[config.mk]
export PLATFORM = sky130hd
export DESIGN_NAME = uart_rx_module
export DESIGN_NICKNAME = d
export VERILOG_FILES = /design/src/rtl/uart_rx_module.sv
export SDC_FILE = /design/constraint.sdc
export NUM_CORES = 1
export LEC_CHECK = 0
export CORE_MARGIN = 2
export CORE_UTILIZATION = 40
export DETAILED_ROUTE_END_ITERATION = 8
export GPL_TIMING_DRIVEN = 0
export PLACE_DENSITY = 0.65
export SKIP_CTS_REPAIR_TIMING = 1
export SYNTH_ARGS = -nofsm -noshare
export SYNTH_HDL_FRONTEND = slang
export SYNTH_SLANG_ARGS = --single-unit
[constraint.sdc]
create_clock -name clk -period 2.8 [get_ports clk]
set_input_delay 0.7 -clock clk [delete_from_list [all_inputs] [get_ports clk]]
set_output_delay 0.7 -clock clk [all_outputs]
set_load 0.1 [all_outputs]
[src/rtl/uart_rx_module.sv]
// -----------------------------------------------------------------------------
// uart_rx_module
// UART receiver: oversamples the asynchronous rx pin on the system clock and
// recovers 8-bit frames (LSB first, 1 start bit, optional parity, 1 stop bit).
// Every good byte is presented on data_out with a one-cycle valid strobe.
// Framing and parity errors are reported as one-cycle strobes.
//
// Ports:
//   clk        in   system clock
//   rst        in   asynchronous reset, active-high
//   en         in   receive enable, only gates the start of a new frame
//   rx         in   serial line, idle high, asynchronous to clk
//   data_out   out  [7:0] last good received byte (held until the next one)
//   valid      out  one-cycle pulse when data_out is updated
//   frame_err  out  one-cycle pulse when the stop bit is sampled low
//   parity_err out  one-cycle pulse on parity mismatch (stop bit good)
//   busy       out  high while a frame is in progress
// -----------------------------------------------------------------------------
module uart_rx_module #(
   parameter int CLK_FREQ = 27_000_000,
   parameter int BAUD     = 115200,
   parameter int PARITY   = 0          // 0 = none, 1 = odd, 2 = even
) (
   input  logic       clk,
   input  logic       rst,
   input  logic       en,
   input  logic       rx,
   output logic [7:0] data_out,
   output logic       valid,
   output logic       frame_err,
   output logic       parity_err,
   output logic       busy
);

   localparam int BIT_CNT = (CLK_FREQ + BAUD / 2) / BAUD;
   localparam int HALF    = BIT_CNT / 2;
   localparam int CW      = $clog2(BIT_CNT);

   localparam logic [CW-1:0] CNT_BIT_END  = CW'(BIT_CNT - 1);
   localparam logic [CW-1:0] CNT_HALF_END = CW'(HALF - 1);
   localparam logic [CW-1:0] CNT_ONE      = CW'(1);

   typedef enum logic [2:0] {
      IDLE       = 3'd0,
      START      = 3'd1,
      DATA       = 3'd2,
      PARITY_BIT = 3'd3,
      STOP       = 3'd4,
      WAIT_HIGH  = 3'd5
   } state_t;

   // Expected parity bit for a received byte.
   function automatic logic parity_expected(input logic [7:0] d);
      if (PARITY == 1) begin
         return ~(^d);
      end else begin
         return ^d;
      end
   endfunction

   logic          rx_meta_r, rx_s_r, rx_d_r;
   state_t        state_r, state_n;
   logic [CW-1:0] cnt_r, cnt_n;
   logic [2:0]    idx_r, idx_n;
   logic [7:0]    shift_r, shift_n;
   logic          par_bad_r, par_bad_n;
   logic [7:0]    data_r, data_n;
   logic          valid_r, valid_n;
   logic          ferr_r, ferr_n;
   logic          perr_r, perr_n;
   logic          busy_r;

   // Two-flop synchroniser for rx plus a delayed copy for falling-edge detect.
   always_ff @(posedge clk or posedge rst) begin
      if (rst) begin
         rx_meta_r <= 1'b1;
         rx_s_r    <= 1'b1;
         rx_d_r    <= 1'b1;
      end else begin
         rx_meta_r <= rx;
         rx_s_r    <= rx_meta_r;
         rx_d_r    <= rx_s_r;
      end
   end

   // State, counters, datapath and registered output strobes.
   always_ff @(posedge clk or posedge rst) begin
      if (rst) begin
         state_r   <= IDLE;
         cnt_r     <= '0;
         idx_r     <= 3'd0;
         shift_r   <= 8'h00;
         par_bad_r <= 1'b0;
         data_r    <= 8'h00;
         valid_r   <= 1'b0;
         ferr_r    <= 1'b0;
         perr_r    <= 1'b0;
         busy_r    <= 1'b0;
      end else begin
         state_r   <= state_n;
         cnt_r     <= cnt_n;
         idx_r     <= idx_n;
         shift_r   <= shift_n;
         par_bad_r <= par_bad_n;
         data_r    <= data_n;
         valid_r   <= valid_n;
         ferr_r    <= ferr_n;
         perr_r    <= perr_n;
         busy_r    <= (state_n != IDLE);
      end
   end

   // Next-state and next-value logic for the receive FSM.
   always_comb begin
      state_n   = state_r;
      cnt_n     = cnt_r;
      idx_n     = idx_r;
      shift_n   = shift_r;
      par_bad_n = par_bad_r;
      data_n    = data_r;
      valid_n   = 1'b0;
      ferr_n    = 1'b0;
      perr_n    = 1'b0;

      case (state_r)
         IDLE: begin
            if (en && rx_d_r && !rx_s_r) begin
               state_n   = START;
               cnt_n     = '0;
               par_bad_n = 1'b0;
            end else begin
               state_n = IDLE;
            end
         end
         START: begin
            // Half a bit in: confirm the start bit; later samples land mid-bit.
            if (cnt_r == CNT_HALF_END) begin
               cnt_n = '0;
               if (rx_s_r) begin
                  state_n = IDLE;
               end else begin
                  state_n = DATA;
                  idx_n   = 3'd0;
               end
            end else begin
               cnt_n = cnt_r + CNT_ONE;
            end
         end
         DATA: begin
            if (cnt_r == CNT_BIT_END) begin
               cnt_n          = '0;
               shift_n[idx_r] = rx_s_r;
               if (idx_r == 3'd7) begin
                  state_n = (PARITY != 0) ? PARITY_BIT : STOP;
               end else begin
                  idx_n = idx_r + 3'd1;
               end
            end else begin
               cnt_n = cnt_r + CNT_ONE;
            end
         end
         PARITY_BIT: begin
            if (cnt_r == CNT_BIT_END) begin
               cnt_n     = '0;
               par_bad_n = (rx_s_r != parity_expected(shift_r));
               state_n   = STOP;
            end else begin
               cnt_n = cnt_r + CNT_ONE;
            end
         end
         STOP: begin
            // Leaving mid-stop-bit lets a back-to-back start edge be caught.
            if (cnt_r == CNT_BIT_END) begin
               cnt_n = '0;
               if (rx_s_r) begin
                  state_n = IDLE;
                  if (par_bad_r) begin
                     perr_n = 1'b1;
                  end else begin
                     data_n  = shift_r;
                     valid_n = 1'b1;
                  end
               end else begin
                  // Framing error takes priority; a held-low line is a break.
                  ferr_n  = 1'b1;
                  state_n = WAIT_HIGH;
               end
            end else begin
               cnt_n = cnt_r + CNT_ONE;
            end
         end
         WAIT_HIGH: begin
            if (rx_s_r) begin
               state_n = IDLE;
            end else begin
               state_n = WAIT_HIGH;
            end
         end
         default: begin
            state_n = IDLE;
            cnt_n   = '0;
         end
      endcase
   end

   assign data_out   = data_r;
   assign valid      = valid_r;
   assign frame_err  = ferr_r;
   assign parity_err = perr_r;
   assign busy       = busy_r;

endmodule

==> flow_summary.json <==
{
  "cp.arrival_ns": 2.68,
  "cp-start-kind": "flop",
  "drtIter0Drc": 104,
  "grt_pass1_vias": 1317,
  "antenna_found_initial": 0,
  "worstPathMaxFanout": 9,
  "crit_chain": "or3b_4, or4_4, nor4b_4, mux2_2",
  "hold_violations": 0,
  "fin_crit_ns": 2.50,
  "place.gp.congestion": 0.827,
  "cts_root_buf": "clkbuf_8",
  "cts_tree": "yes",
  "design.die.area_sq_um": 5270,
  "grt_overflow_total": 0,
  "synth_flop_cell": "dfrtp_1",
  "utilization_pct": 50.3,
  "ys_warn_count": 0,
  "port_buffers": 15,
  "mappedNetlistArea_sq_um": 1880,
  "yosysSeqAreaShare_pct": 50.8,
  "area_growth_pct": 18.8,
  "yosysUniqueCellTypes": 39,
  "avgSynthCellArea_sq_um": 11.0,
  "drc": 0,
  "hpwl_microns": 2530,
  "mostFrequentLayoutCell": "dfrtp_1",
  "die_y_microns": 72.6,
  "maxCapViolCount": 0,
  "grt_max_degree": 39,
  "worst_r2r_path_depth": 4,
  "avgViaCountPerCell": 5.48,
  "clk_latency_ns": 0.29,
  "nets": 202,
  "wl_per_cell_microns": 14.2,
  "cp.depth": 4,
  "leakagePower_nw": 0.997,
  "critPathTopFamily": "simple AND/OR/NAND/NOR gates",
  "synth_top_area_share_pct": 46.6,
  "h-tree-depth": 2,
  "synthCells": 171,
  "final_cell_mix": "35 x dfrtp_1, 19 x mux2_2, 18 x nor2_1, 15 x clkdlybuf4s50_1, 9 x nand2_1",
  "die_w_microns": 72.6,
  "initial_core_util_pct": 42.3,
  "synth_nets": 180,
  "io_pins": 16,
  "cp_slowest_cell": "nor4b_4",
  "skew_ns": 0.00578,
  "drt_wl_total_microns": 3490,
  "clk_pin_slew_ns": 0.08,
  "synth_top_cell_by_area": "dfrtp_1",
  "p_per_area_nw_per_um2": 638,
  "cts_max_path_buffers": 2,
  "grt.total_usage_pct": 15.2,
  "critPathBufInv": 0,
  "period_share_pct": 89.4,
  "worst_pin_slew_ns": 0.974,
  "drive_gt1_share_pct": 18.6,
  "vdd_drop_max_mv": 0.327,
  "fin_setup_tns_ns": 0,
  "outcome": "finished clean",
  "hold_class": "flop to flop",
  "critPathMaxStageDelay_ns": 0.56,
  "antenna_left": 0,
  "async_flop_share_pct": 100,
  "endpoint_kind": "flop",
  "core_area_sq_um": 4440,
  "finalMaxSlewViolations": 0,
  "crit_type": "flop to flop",
  "antenna_cells": 0,
  "fmax_ghz": 0.399,
  "whs_path_depth": 0,
  "setup-violations-final": 0,
  "cts_inserted_buffers": 5,
  "grt_setup_unrepaired": "no",
  "grt_pass1_wl_microns": 6120,
  "nFillCells": 414,
  "clkSinkCount": 38,
  "via_count": 1349,
  "cp_data_required_time_ns": 2.97,
  "synth-edff-count": 0,
  "max_slew_margin_pct": 34.9,
  "drt-pass1-iter-count": 4,
  "yosys-top-cells-area": "dfrtp_1 47%, mux2_2 11%, dfstp_2 4.2%",
  "synth-seq-cells": 38,
  "num_rows": 24
}
routing by layer:
layer | GRT usage [%] | vias up | part of all wire [%]
met4 | 6.38 | 0 | 2.2
met5 | 0 | - | 0
li1 | - | 646 | -
met2 | 23.4 | 45 | 48
met3 | 4.86 | 10 | 5.0
met1 | 19.9 | 648 | 45
metrics by stage:
stage / area, sq um / instances / worst slack [ns] / hold slack, ns / total power, mW
2_1_floorplan: 1880 / 171 / 0.534 / 0.345 / 0.820
3_3_place_gp: 2100 / 238 / 0.288 / 0.347 / 0.867
3_5_place_dp: 2100 / 238 / 0.281 / 0.354 / 0.882
4_1_cts: 2230 / 246 / 0.282 / 0.360 / 1.44
5_1_grt: 2230 / 246 / 0.172 / 0.365 / 1.50
6_report: 2230 / 246 / 0.297 / 0.355 / 1.42
kinds of logic (layout without fill, tap and decap cells):
logic type	Yosys count	in the layout	synth area share, %
and+or+nand+nor	63	63	19.2
DFF	38	38	50.8
AOI/OAI and AO/OA	19	19	6.79
muxes	19	19	11.4
buffers and inverters	15	38	2.99
xor gates and xnor gates	12	12	5.59
adders and majority gates	5	5	3.33
Yosys cell counts, drive strengths merged (2+ instances only):
library cell and count:
o21ai 7, nand4 3, inv 7, nor3 6, nand4b 2, mux2 19
nor3b 3, xor2 5, nand3 5, nand2 9, nand3b 3, clkbuf 7
dfstp 3, ha 5, or4 2, xnor2 7, nor2 18, dfrtp 35
and3 4, or3 2, a21oi 2
final timing paths:
| kind | endpoint | slack (ns) | from |
|---|---|---|---|
| max | data_out[7]$_DFFE_PP0P_ | 0.30 | cnt_r[4]$_DFFE_PP0P_ |
| min reg2reg | rx_s_r$_DFF_PP1_ | 0.35 | rx_meta_r$_DFF_PP1_ |
| min in group asynchronous | idx_r[2]$_DFFE_PP0P_ | 0.86 | rst |
| max in group asynchronous | state_r[1]$_DFF_PP0_ | 1.45 | rst |
| max reg2reg | data_out[7]$_DFFE_PP0P_ | 0.30 | cnt_r[4]$_DFFE_PP0P_ |
| min | rx_s_r$_DFF_PP1_ | 0.35 | rx_meta_r$_DFF_PP1_ |
cell type report:
cell class / count / area [sq um] / share of cell area (%)
flip-flops and latches: 38 / 955 / 42.7
multi-input cells: 118 / 870 / 38.9
repair buffers: 15 / 150 / 6.72
clock buffers: 5 / 68.8 / 3.08
clock inverters: 3 / 68.8 / 3.08
well taps: 52 / 65.1 / 2.91
plain buffers: 8 / 30.0 / 1.34
inverters: 7 / 26.3 / 1.18
registers in the layout, summed over array words and instances, names as in the netlist:
| signal | cells |
|---|---|
| frame_err | 1 |
| rx_meta_r | 1 |
| data_out | 8 |
| rx_d_r | 1 |
| cnt_r | 8 |
| par_bad_r | 1 |
| state_r | 3 |
| parity_err | 1 |
| idx_r | 3 |
| busy | 1 |
| rx_s_r | 1 |
| valid | 1 |
| shift_r | 8 |
where the power goes:
part / internal (mW) / switching [mW] / leakage [nW] / total (mW)
logic: 0.0911 / 0.140 / 0.423 / 0.231
clock network: 0.357 / 0.197 / 0.0683 / 0.554
registers: 0.595 / 0.0454 / 0.505 / 0.640
total: 1.04 / 0.382 / 0.997 / 1.42
Note: power is estimated with default switching activity, not from simulation.
